[src/rtl/buscaminas_pkg.sv]
// Shared board geometry, cursor types and wrap helpers for the Buscaminas board.
package buscaminas_pkg;

  localparam int unsigned FILAS        = 8;
  localparam int unsigned COLUMNAS     = 8;
  localparam int unsigned DEBOUNCE_SIM = 4;

  typedef logic [2:0] pos_t;

  typedef enum logic {
    ESPERA,
    REPITE
  } repeat_state_t;

  function automatic pos_t paso_menos(input pos_t v, input int unsigned n);
    return (v == 3'd0) ? pos_t'(n - 1) : v - 3'd1;
  endfunction

  function automatic pos_t paso_mas(input pos_t v, input int unsigned n);
    return (v == pos_t'(n - 1)) ? 3'd0 : v + 3'd1;
  endfunction

endpackage

[src/rtl/boton_antirrebote.sv]
// Push-button conditioner: 2-flop synchroniser, stability-count debouncer and
// rising-edge detector on the debounced level.
module boton_antirrebote #(
  parameter int unsigned DEBOUNCE_CYCLES = 500000
) (
  input  logic clk,
  input  logic rst,
  input  logic btn_in,
  output logic nivel,
  output logic pulso
);

  localparam int unsigned CW = $clog2(DEBOUNCE_CYCLES + 1);

  logic          r_sync1;
  logic          r_sync2;
  logic          r_nivel;
  logic          r_nivel_d;
  logic [CW-1:0] r_cnt;

  // Counter only runs while the synchronised level disagrees with the debounced one.
  always_ff @(posedge clk or negedge rst) begin
    if (!rst) begin
      r_sync1   <= 1'b0;
      r_sync2   <= 1'b0;
      r_nivel   <= 1'b0;
      r_nivel_d <= 1'b0;
      r_cnt     <= '0;
    end else begin
      r_sync1   <= btn_in;
      r_sync2   <= r_sync1;
      r_nivel_d <= r_nivel;
      if (r_sync2 == r_nivel) begin
        r_cnt <= '0;
      end else if (r_cnt == CW'(DEBOUNCE_CYCLES - 1)) begin
        r_nivel <= r_sync2;
        r_cnt   <= '0;
      end else begin
        r_cnt <= r_cnt + CW'(1);
      end
    end
  end

  assign nivel = r_nivel;
  assign pulso = r_nivel & ~r_nivel_d;

endmodule

[src/rtl/cursor_control.sv]
// Cursor controller for the 8x8 Buscaminas board: debounced direction buttons
// with auto-repeat move a wrapping cursor; select captures the cursor position.
module cursor_control
  import buscaminas_pkg::*;
#(
  parameter int unsigned DEBOUNCE_CYCLES = 500000,
  parameter int unsigned REPEAT_DELAY    = 25000000,
  parameter int unsigned REPEAT_PERIOD   = 10000000,
  parameter int unsigned N_FILAS         = FILAS,
  parameter int unsigned N_COLUMNAS      = COLUMNAS
) (
  input  logic       clk,
  input  logic       rst,
  input  logic       enable,
  input  logic       btn_arriba,
  input  logic       btn_abajo,
  input  logic       btn_izq,
  input  logic       btn_der,
  input  logic       btn_sel,
  output logic [2:0] fila,
  output logic [2:0] columna,
  output logic       sel_valida,
  output logic [2:0] sel_fila,
  output logic [2:0] sel_columna
);

  localparam int unsigned REP_MAX = (REPEAT_DELAY > REPEAT_PERIOD) ? REPEAT_DELAY : REPEAT_PERIOD;
  localparam int unsigned RCW     = $clog2(REP_MAX + 1);

  // Button index: 0 up, 1 down, 2 left, 3 right, 4 select.
  logic [4:0] w_btn_raw;
  logic [4:0] w_nivel;
  logic [4:0] w_pulso;
  logic [3:0] w_paso;
  logic       w_sel;

  pos_t r_fila;
  pos_t r_columna;
  logic r_sel_valida;
  pos_t r_sel_fila;
  pos_t r_sel_columna;

  assign w_btn_raw = {btn_sel, btn_der, btn_izq, btn_abajo, btn_arriba};

  for (genvar b = 0; b < 5; b++) begin : g_btn
    boton_antirrebote #(
      .DEBOUNCE_CYCLES(DEBOUNCE_CYCLES)
    ) u_btn (
      .clk   (clk),
      .rst   (rst),
      .btn_in(w_btn_raw[b]),
      .nivel (w_nivel[b]),
      .pulso (w_pulso[b])
    );
  end

  // Counter at zero in ESPERA means idle: only a press pulse with enable arms it,
  // so a button already held when enable rises never repeats.
  for (genvar d = 0; d < 4; d++) begin : g_rep
    repeat_state_t  r_estado;
    repeat_state_t  w_estado_sig;
    logic [RCW-1:0] r_cnt;
    logic [RCW-1:0] w_cnt_sig;
    logic           w_tick;
    logic           w_paso_d;

    always_ff @(posedge clk or negedge rst) begin
      if (!rst) begin
        r_estado <= ESPERA;
        r_cnt    <= '0;
      end else begin
        r_estado <= w_estado_sig;
        r_cnt    <= w_cnt_sig;
      end
    end

    always_comb begin
      w_estado_sig = r_estado;
      w_cnt_sig    = r_cnt;
      if (!enable || !w_nivel[d]) begin
        w_estado_sig = ESPERA;
        w_cnt_sig    = '0;
      end else begin
        case (r_estado)
          ESPERA: begin
            if (r_cnt == '0) begin
              if (w_pulso[d]) w_cnt_sig = RCW'(1);
            end else if (r_cnt == RCW'(REPEAT_DELAY)) begin
              w_estado_sig = REPITE;
              w_cnt_sig    = RCW'(1);
            end else begin
              w_cnt_sig = r_cnt + RCW'(1);
            end
          end
          REPITE: begin
            if (r_cnt == RCW'(REPEAT_PERIOD)) w_cnt_sig = RCW'(1);
            else                              w_cnt_sig = r_cnt + RCW'(1);
          end
          default: begin
            w_estado_sig = ESPERA;
            w_cnt_sig    = '0;
          end
        endcase
      end
    end

    always_comb begin
      w_tick = 1'b0;
      case (r_estado)
        ESPERA:  w_tick = (r_cnt == RCW'(REPEAT_DELAY));
        REPITE:  w_tick = (r_cnt == RCW'(REPEAT_PERIOD));
        default: w_tick = 1'b0;
      endcase
      w_paso_d = enable & w_nivel[d] & (w_pulso[d] | w_tick);
    end

    assign w_paso[d] = w_paso_d;
  end

  assign w_sel = enable & w_pulso[4] & w_nivel[4];

  always_ff @(posedge clk or negedge rst) begin
    if (!rst) begin
      r_fila        <= '0;
      r_columna     <= '0;
      r_sel_valida  <= 1'b0;
      r_sel_fila    <= '0;
      r_sel_columna <= '0;
    end else begin
      if (w_paso[0] && !w_paso[1])      r_fila <= paso_menos(r_fila, N_FILAS);
      else if (w_paso[1] && !w_paso[0]) r_fila <= paso_mas(r_fila, N_FILAS);

      if (w_paso[2] && !w_paso[3])      r_columna <= paso_menos(r_columna, N_COLUMNAS);
      else if (w_paso[3] && !w_paso[2]) r_columna <= paso_mas(r_columna, N_COLUMNAS);

      r_sel_valida <= w_sel;
      if (w_sel) begin
        r_sel_fila    <= r_fila;
        r_sel_columna <= r_columna;
      end
    end
  end

  assign fila        = r_fila;
  assign columna     = r_columna;
  assign sel_valida  = r_sel_valida;
  assign sel_fila    = r_sel_fila;
  assign sel_columna = r_sel_columna;

endmodule

[config.mk]
export PLATFORM = sky130hd
export DESIGN_NAME = cursor_control
export DESIGN_NICKNAME = d
export VERILOG_FILES = /design/src/rtl/buscaminas_pkg.sv /design/src/rtl/boton_antirrebote.sv /design/src/rtl/cursor_control.sv
export SDC_FILE = /design/constraint.sdc
export NUM_CORES = 1
export LEC_CHECK = 0
export CORE_ASPECT_RATIO = 0.5
export CORE_MARGIN = 4
export CORE_UTILIZATION = 63
export CTS_CLUSTER_SIZE = 25
export DETAILED_ROUTE_END_ITERATION = 16
export MAX_ROUTING_LAYER = met4
export PLACE_DENSITY_LB_ADDON = 0.15
export SETUP_SLACK_MARGIN = 0.02
export SLEW_MARGIN = 15
export SYNTH_ARGS = -nofsm -noshare
export SYNTH_HDL_FRONTEND = slang
export SYNTH_HIERARCHICAL = 1
export SYNTH_SLANG_ARGS = --single-unit
[constraint.sdc]
create_clock -name clk -period 3.3 [get_ports clk]
set_input_delay 0.825 -clock clk [delete_from_list [all_inputs] [get_ports clk]]
set_output_delay 0.825 -clock clk [all_outputs]
set_load 0.01 [all_outputs]
# Yosys cells after proc, flatten, opt, wreduce, memory -nomap -nowiden
# Cells that the tools add are included.
# totals
regBits,232
out_inout_bits,13
in_bits,8
# classes
n_mux,62
addsub,13
eq_ne,24
bitwise_logic,33
n_reduce_logical,30
# ops
op,n
$mux 25,20
$pmux 25 s2,4
$mux 19,10
$add 25x1->25 const B,4
$eq 25x24->1 const B,4
$eq 25x25->1 const B,4
$logic_not 25->1,4
$add 19x1->19 const B,5
$eq 19x19->1 const B,5
$mux 3,8
$mux 1,16
$ne 4x3->1 const B,4
$and 1x1->1,15
$not 1->1,14
$reduce_and 2->1,5
$logic_not 1->1,9
$pmux 1 s2,4
$add 3x1->3 const B,2
$eq 3x3->1 const B,2
$logic_not 3->1,2
$sub 3x1->3 const B,2
$eq 1x1->1,5
$logic_and 1x1->1,4
$logic_or 1x1->1,4
2 further kinds,6

# Longest topological paths before layout
# Gate-level depths: netlist (run 1).
# depth
ltp_word,8
depth_mapped,12
ltp_nobuf,12

# By module
# The synthesis (run 1) kept the hierarchy.
# by_module_without_submodules
mod,cells_per_inst,n_inst,seq_area_each_um2,area_each_um2
cursor_control,694,1,2927.8,6443.7
boton_antirrebote,107,5,575.6,1111.1

# Worst setup path after synthesis (run 1)
# Ideal clock, no wire load.
# synth_path
path_type,reg-to-reg
start,register g_rep[1].r_cnt[0]
end,register r_fila[0] (netlist: fila[0])
t_arrival_ps,2538
period_less_slack_ps,2667
setup_slack_ps,633
setup_ps,129
path_stages_with_launch,13
required_ps,3171
n_path_buf,0
path_cell_list,dfrtp_1 > inv_1 > ha_1 > or4b_2 > nor4_1 > and2_1 > nand2_1 > nand2_1 > o21ai_0 > ha_1 > nor3b_1 > o21ai_0 > o31ai_1
# synth_via
elab_chain_cells,7
elab_cells_between_ends,10
# synth_rtl
element,line,source
from (decl),cursor_control.sv:62,logic [RCW-1:0] r_cnt;
from (signal assigned),cursor_control.sv:73,r_cnt <= w_cnt_sig;
$eq 25x24->1 / $eq 25x25->1 (equally long branches),"cursor_control.sv:111, cursor_control.sv:110",
$pmux 1 s2 (*),cursor_control.sv:109,case (r_estado)
$or 1x1->1 (*),cursor_control.sv:114,w_paso_d = enable & w_nivel[d] & (w_pulso[d] | w_tick);
$and 1x1->1 (*),cursor_control.sv:114,
$logic_not 1->1,cursor_control.sv:130,"if (w_paso[0] && !w_paso[1]) r_fila <= paso_menos(r_fila, N_FILAS);"
$logic_and 1x1->1,cursor_control.sv:130,
$mux 3 / $reduce_bool 2->1 (equally long branches),-,
to (signal assigned),cursor_control.sv:130,
to (signal assigned),cursor_control.sv:131,"else if (w_paso[1] && !w_paso[0]) r_fila <= paso_mas(r_fila, N_FILAS);"
to (decl),cursor_control.sv:37,pos_t r_fila;
# Mark *: on every way between the ends. The rest lies on a longest branch, timed or not.
# A chain may end at the register's enable or synchronous reset.

# Worst setup path in the final report (run 1)
# layout_path
start,register g_rep[1].r_cnt[0]
end,register r_fila[2] (netlist: fila[2])
# The elaborated chain is that of the path after synthesis.

==> summary.txt, run 1 <==
Synthesis
  – Post-synthesis adder-cell area fraction: around 2.4%
  – Number of flops mapped to enable cells by yosys: 0
  – Share of synthesized cell area in and, or, nand and nor gates: around 28%
  – Ys Warns: 6
  – Mapped Cells: about 1.2k
  – Largest family of logic cells by synthesized area: simple AND/OR/NAND/NOR gates
  – Post-synthesis compound-gate area fraction: between 5 and 6%
  – Multiplexer area fraction after synthesis: 1.26%
  – Sequential area share after synthesis: 48.4%
  – Library cells used by synthesis: 61
  – Asr flop ratio synth: 100%
  – Synth Area in XOR/XNOR: a little under an eighth
  – Mapped cell area: approximately 12000 sq um
  – #FFs+latches synth: 232
  – Syn avg cell area: between 9 and 10 sq um
  – Ys flop type: dfrtp_1
  – Syn Nets: about 1.3k

Placed design
  – Placed cells: roughly 1.5k
  – Placer Congestion: approximately 0.9
  – Dpl hpwl: around 16000 um
  – I/O Buffers: 20

Floorplanning
  – Starting Density: 64.8%
  – Width of the die: just over 200 um
  – Die ar.: between 20000 and 25000 sq um
  – # rows: 35
  – I/O pin total: 21
  – Core region area: around 19000 sq um
  – Die Span Y: 106 um

Pwr
  – Pwr dens: 409 nW/um^2
  – Leak pwr: about 5.3 nW
  – Max rail drop VDD: between 0.0003 and 0.0004 V

Worst setup path
  – CP Class: register to register
  – Flop2flop setup slack: roughly 0.31 ns
  – Critical Path RT: 3.69 ns
  – Reg-to-Reg Start: g_rep[1].r_cnt[0]
  – Startpoint Class: register
  – Crit path arrival time: 3.38 ns
  – Reg2reg end: fila[2]
  – Crit. End Element: register
  – Worst Path Max Fanout: 7
  – Cell depth of the worst flop-to-flop path: 12

STA
  – Final-report setup violation count: 0
  – Setup TNS: 0 ns
  – Final Slew Violations: 0
  – Unrepaired setup endpoints after global routing: false
  – Final Hold Viols: 0
  – Relative slew slack: 37.8%
  – Period Utilization, post-route: 90.5%
  – Post-layout minimum cycle time: about 3.0 ns
  – Fmax: about 330 MHz
  – Worst-margin pin slew: 0.930 ns
  – Clk_skew: 0.0163 ns

Route
  – Initial drt markers: 492
  – Routed len/inst: approximately 15 um
  – Via/cell ratio: 5.79
  – 1st-pass router iterations: 5
  – ANT nets after route: 0
  – Vias: between 8k and 9k
  – Total Wirelength: 23300 um
  – DRC viols: 0

Clock network
  – Post_cts resized: 0
  – Clock Latency Late Sink: around 0.52 ns
  – Clock root buffer: clkbuf_16
  – TritonCTS Buffers: 21
  – Longest Clk Path Bufs: 3
  – CTS tree: built
  – Htree depth: 1
  – # clock sinks: roughly 230
  – Setup Fix Bufs, Post-CTS: 0
  – CTS Hold Bufs: 0
  – Clock-pin slew on the worst setup and hold paths: 0.06 ns

GRT
  – Grt met3 use: under 10%
  – Initial antenna violation count: 1
  – Total GRT Usage: a little under a quarter
  – Busiest grt layer: met2
  – Total gr overflow: 0
  – GR met2 Demand/Resource: a little over a third
  – Met1 usage: 32.4%
  – Largest net degree at the start of global routing: 90
  – Vias in the first global route: between 8k and 9k
  – First-pass GRT wire length: 41200 um

Final layout
  – Register area: around 5800 sq um
  – Diodes inserted: 0
  – Share of layout cells above drive strength 1: about 7.7%
  – Total Nets Final: about 1.3k
  – Fillers: between 1k and 1.5k
  – Area Growth Syn to Fin: 9.68%
  – Final cell count without fillers: roughly 1.5k
  – Area occupied by multi-input gates: 5830 sq um

Status
  – Outcome: completed

Hold path
  – Worst Hold Class: input port to async pin

Job
  – Max-Cap Viols: 0
per-stage QoR:
stage               area [sq um]  power [mW]  setup WS (ns)  hold slack [ns]  util, %
finish                     13200        5.39          0.313            0.288     71.0
global route               13200        5.61          0.125            0.346     71.0
CTS                        13200        5.47          0.340            0.319     71.0
detailed placement         12500        3.08          0.358            0.336     67.5
global placement           12500        3.08          0.471            0.333     67.5
floorplan                  12000        3.00          0.633            0.331        -
cell usage after synthesis (all sizes together), types with 2 or more instances:
library cell  instances  area, sq um
a211oi                5         37.5
a21oi                28          140
a31oi                 4         25.0
a32o                  2         20.0
and2                 10         62.6
and3                 10         62.6
and4                  7         61.3
buf                  15          111
clkbuf                9         33.8
dfrtp               232         5810
ha                   23          288
inv                  59          221
mux2                  9          101
mux2i                 5         50.1
nand2                85          319
nand3                77          385
nand4                54          428
nor2                222          916
nor2b                16          103
nor3                 40          200
nor3b                 5         37.5
nor4                 43          300
nor4b                 6         52.6
o21ai                27          135
o22a                  2         17.5
o31ai                 2         15.0
o32ai                 2         17.5
o41ai                 5          138
or2                   4         25.0
or3                  24          155
or4                  19          169
or4b                  3         30.0
xnor2                97          850
xor2                 62          543
sequential cells by signal, summed over array words and instances, names as in the netlist:
register	count
g_btn.u_btn/r_nivel_d	5
g_btn.u_btn/nivel	5
g_rep.r_estado	4
sel_valida	1
g_rep.r_cnt	100
columna	3
sel_fila	3
g_btn.u_btn/r_sync2	5
g_btn.u_btn/r_sync1	5
g_btn.u_btn/r_cnt	95
fila	3
sel_columna	3
cell usage in the layout, fill, tap and decap left out, types with 27 or more instances in the layout:
cell,Yosys,routed
dfrtp_1,232,232
a21oi_1,28,28
nand4_1,48,48
nor3_1,40,40
xor2_1,62,62
o21ai_0,27,27
inv_1,59,59
nor2_1,211,211
nand2_1,85,85
xnor2_1,97,97
nand3_1,77,77
nor4_1,38,38
metal layers:
layer  vias up  share of wire (%)  routed length (um)
met2       190                 46               10800
met4         0                1.8                 425
li1       4331                  -                   -
met1      4313                 47               11000
met3        35                4.6                1080
met5         -                  0                   0
layout make-up:
| class | instances | area share [%] |
|---|---|---|
| multi-input combinational | 914 | 44.3 |
| sequential | 232 | 44.1 |
| clock buffer | 32 | 4.76 |
| timing repair buffer | 33 | 2.49 |
| tap | 259 | 2.46 |
| inverter | 59 | 1.68 |
| clock inverter | 4 | 0.209 |
critical path, cell delays in order, from the launching register on:
cell and delay, ns:
dfrtp_1 0.43, inv_1 0.10, ha_1 0.14, or4b_2 0.62
nor4_1 0.44, and2_1 0.23, nand2_1 0.06, nand2_1 0.09
o21ai_0 0.09, ha_1 0.27, nor2_1 0.13, a31oi_1 0.06
o22a_1 0.21
cell families (layout without fill, tap and decap cells):
kind of cell             count (synthesis)  in the layout
AND/OR/NAND/NOR                        630            630
adder cells (fa/ha/maj)                 23             23
AO/OA/AOI/OAI                           88             88
buffers and inverters                   83            128
XOR/XNOR                               159            159
flip-flops                             232            232
multiplexers                            14             14
power by group:
part | internal (mW) | switching (mW) | total (mW)
Clock | 1.31 | 1.05 | 2.36
Combinational | 0.0395 | 0.0950 | 0.134
Sequential | 2.86 | 0.0241 | 2.89
Total | 4.22 | 1.17 | 5.39
how the worst max path moves through the flow:
stage                            from      end  slack [ns]  cells after the start
floorplan           g_rep[1].r_cnt[0]  fila[0]        0.63                     12
global placement    g_rep[1].r_cnt[0]  fila[0]        0.47                     12
detailed placement  g_rep[1].r_cnt[0]  fila[0]        0.36                     12
CTS                 g_rep[1].r_cnt[0]  fila[2]        0.34                     12
global route        g_rep[1].r_cnt[0]  fila[0]        0.13                     12
finish              g_rep[1].r_cnt[0]  fila[2]        0.31                     12
Power figures use the tool's default switching activity.
==> run 2, diff against run 1 <==
Settings changed: CORE_ASPECT_RATIO 0.5 to 1.25, SETUP_SLACK_MARGIN 0.02 to 0.15.
==> run 2 against run 1 <==
Global-route usage shrank 0.13 points; die area fell by 0.56%; critical path type unchanged; hold slack better by 0.041 ns; highest routed layer unchanged; combinational power about the same; final cell count is 1.4% lower; clock skew is 0.0070 ns higher; critical path depth unchanged; clock power grew 23%.
==> summary.txt, run 2 (synthesized netlist as in run 1, its figures left out) <==
Worst setup path
  – Worst path depth: 12 (unchanged)
  – Flop2flop setup slack: 0.33 ns (about the same)
  – CP Class: register to register
  – Crit path max-delay cell type: or4b_2
  – Worst Path Max Fanout: 7 (unchanged)
  – CP peak stage delay: 0.65 ns (+0.03 ns)
  – Critical Path RT: 3.68 ns (about the same)
  – CP bufs+invs: 1 (unchanged)
  – Crit. End Element: register
  – Startpoint Class: register
  – Cell depth of the worst flop-to-flop path: 12 (unchanged)
  – Top delay family on crit path: simple AND/OR/NAND/NOR gates
  – Crit path arrival time: 3.35 ns (-0.03 ns)
  – Critical-path cell list: inv_1, ha_1, or4b_2, nor4_4, and2_1, nand2_1, nand2_1, o21ai_0, ha_1, nor3b_1, o21ai_0, o31ai_1

Route
  – ANT nets after route: 0 (unchanged)
  – Vias: 8838 (-0.35%)
  – 1st-pass router iterations: 5 (unchanged)
  – Total Wirelength: 23000 um (-1.3%)
  – Initial drt markers: 610 (+24%)
  – Routed len/inst: 15.2 um (+0.19%)
  – Via/cell ratio: 5.85 (+1.1%)
  – DRC viols: 0 (unchanged)

STA
  – Relative slew slack: 37.3% (-0.45 points)
  – Final-report setup violation count: 0 (unchanged)
  – Clk_skew: 0.0233 ns (+0.00704 ns)
  – Worst-margin pin slew: 0.937 ns (+0.00665 ns)
  – Final Hold Viols: 0 (unchanged)
  – Period Utilization, post-route: 90.1% (-0.42 points)
  – Fmax: 336 MHz (+0.47%)
  – Setup TNS: 0 ns (unchanged)
  – Post-layout minimum cycle time: 2.97 ns (-0.0139 ns)
  – Final Slew Violations: 0 (unchanged)
  – Unrepaired setup endpoints after global routing: true

Final layout
  – Diodes inserted: 0 (unchanged)
  – Register area: 5810 sq um (unchanged)
  – Final cell count without fillers: 1511 (-1.4%)
  – Share of layout cells above drive strength 1: 8.37% (+0.67 points)
  – Most common cell after layout, fill and taps aside: dfrtp_1
  – Cell area after layout: 13300 sq um (+1.4%)
  – Total Nets Final: 1292 (unchanged)
  – Largest register FFs: 100 (unchanged)
  – Fillers: 1382 (-1.2%)
  – Area Growth Syn to Fin: 11.2%
  – Largest Register: g_rep.r_cnt
  – Largest regs: g_rep.r_cnt x100, g_btn.u_btn/r_cnt x95
  – Most frequent cells in the layout: 232 x dfrtp_1, 211 x nor2_1, 97 x xnor2_1
  – Area occupied by multi-input gates: 5840 sq um (+0.30%)

Pwr
  – Total Power: 5.93 mW (+10%)
  – Switching share of power: 20.9% (-0.89 points)
  – Comb pwr share: 2.2% (-0.3 points)
  – Pwr dens: 445 nW/um^2 (+8.6%)
  – P_sw: 1.24 mW (+5.6%)
  – Clk pwr share: 49.1% (+5.2 points)
  – Max rail drop VDD: 0.000394 V (+22%)
  – Sequential fraction of design power: 48.7% (-4.9 points)
  – Internal power: 4.70 mW (+11%)
  – Leak pwr: 5.35 nW (+1.7%)

Job
  – Max-Cap Viols: 0 (unchanged)

Clock network
  – Longest Clk Path Bufs: 3 (unchanged)
  – Clock Latency Late Sink: 0.52 ns (about the same)
  – Clock root buffer: clkbuf_16
  – CTS tree: built
  – # clock sinks: 232 (unchanged)
  – Clock-pin slew on the worst setup and hold paths: 0.06 ns (about the same)
  – TritonCTS Buffers: 24 (+14%)
  – Setup Fix Bufs, Post-CTS: 0 (unchanged)
  – Htree depth: 1 (unchanged)

Floorplanning
  – Die Span Y: 162 um (+54%)
  – I/O pin total: 21 (unchanged)
  – Die ar.: 21300 sq um (-0.56%)
  – Core region area: 18800 sq um (+1.4%)
  – Starting Density: 63.9% (-0.88 points)
  – Width of the die: 131 um (-35%)
  – # rows: 56 (+60%)

Placed design
  – Placed cells: 1467 (-2.0%)
  – Placed inst area: 12500 sq um (-0.35%)
  – Placer Congestion: 0.848 (-5.7%)
  – I/O Buffers: 20 (unchanged)
  – Dpl hpwl: 15700 um (-3.6%)

GRT
  – Total GRT Usage: 23.1% (-0.13 points)
  – Vias in the first global route: 8854 (+0.77%)
  – Largest net degree at the start of global routing: 95 (+5.6%)
  – First-pass GRT wire length: 41100 um (-0.32%)
  – Initial antenna violation count: 0 (-1)
  – Total gr overflow: 0 (unchanged)

Status
  – Outcome: completed

Hold path
  – Worst Hold Class: input port to async pin
run 2: power by group through the flow:
stage | clock network (mW) | registers [mW] | logic [mW]
after floorplan | 0 | 2.93 | 0.0638
after global placement | 0 | 2.94 | 0.135
after detailed placement | 0 | 2.94 | 0.137
after CTS | 2.98 | 2.89 | 0.137
after global routing | 3.11 | 2.89 | 0.154
final | 2.91 | 2.89 | 0.131
run 2: worst reg2reg max path, cell delays in order, from the launching register on:
cell     delay, ns
dfrtp_1       0.44
inv_1         0.11
ha_1          0.17
or4b_2        0.65
nor4_4        0.34
and2_1        0.22
nand2_1       0.06
nand2_1       0.08
o21ai_0       0.09
ha_1          0.28
nor3b_1       0.17
o21ai_0       0.16
o31ai_1       0.09
run 2: routing by layer:
metal	GRT usage, %	vias up	routed length, um
li1	-	4330	-
met1	28.9	4316	10200
met2	39.9	151	11700
met3	2.76	41	750
met4	6.49	0	455
met5	-	-	0
run 2: cell type report:
type,count,area share [%]
tap,232,2.17
multi-input combinational,914,43.8
timing repair buffer,30,2.38
sequential,232,43.5
clock buffer,32,5.18
clock inverter,12,1.31
inverter,59,1.66
run 2: final timing paths:
check,end,startpoint
worst max-delay path,fila[0],g_rep[1].r_cnt[1]
worst min-delay path,g_btn[0].u_btn/r_cnt[10],rst
worst max register to register,fila[0],g_rep[1].r_cnt[1]
worst min register to register,g_btn[0].u_btn/r_sync2,g_btn[0].u_btn/r_sync1
max in group asynchronous,sel_fila[1],rst
min in group clk,g_btn[0].u_btn/r_sync2,g_btn[0].u_btn/r_sync1
run 2: per-stage QoR:
step / hold WS (ns) / util (%) / worst slack, ns
detailed placement: 0.337 / 66.4 / 0.360
global placement: 0.334 / 66.4 / 0.466
CTS: 0.347 / 71.0 / 0.214
finish: 0.329 / 71.1 / 0.327
global route: 0.361 / 71.1 / 0.108
floorplan: 0.331 / - / 0.633
run 2: repair_timing:
action | in CTS | in global routing
hold buffers | 0 | 0
gates resized for setup | 0 | 3
endpoints found under the setup margin | 0 | 5
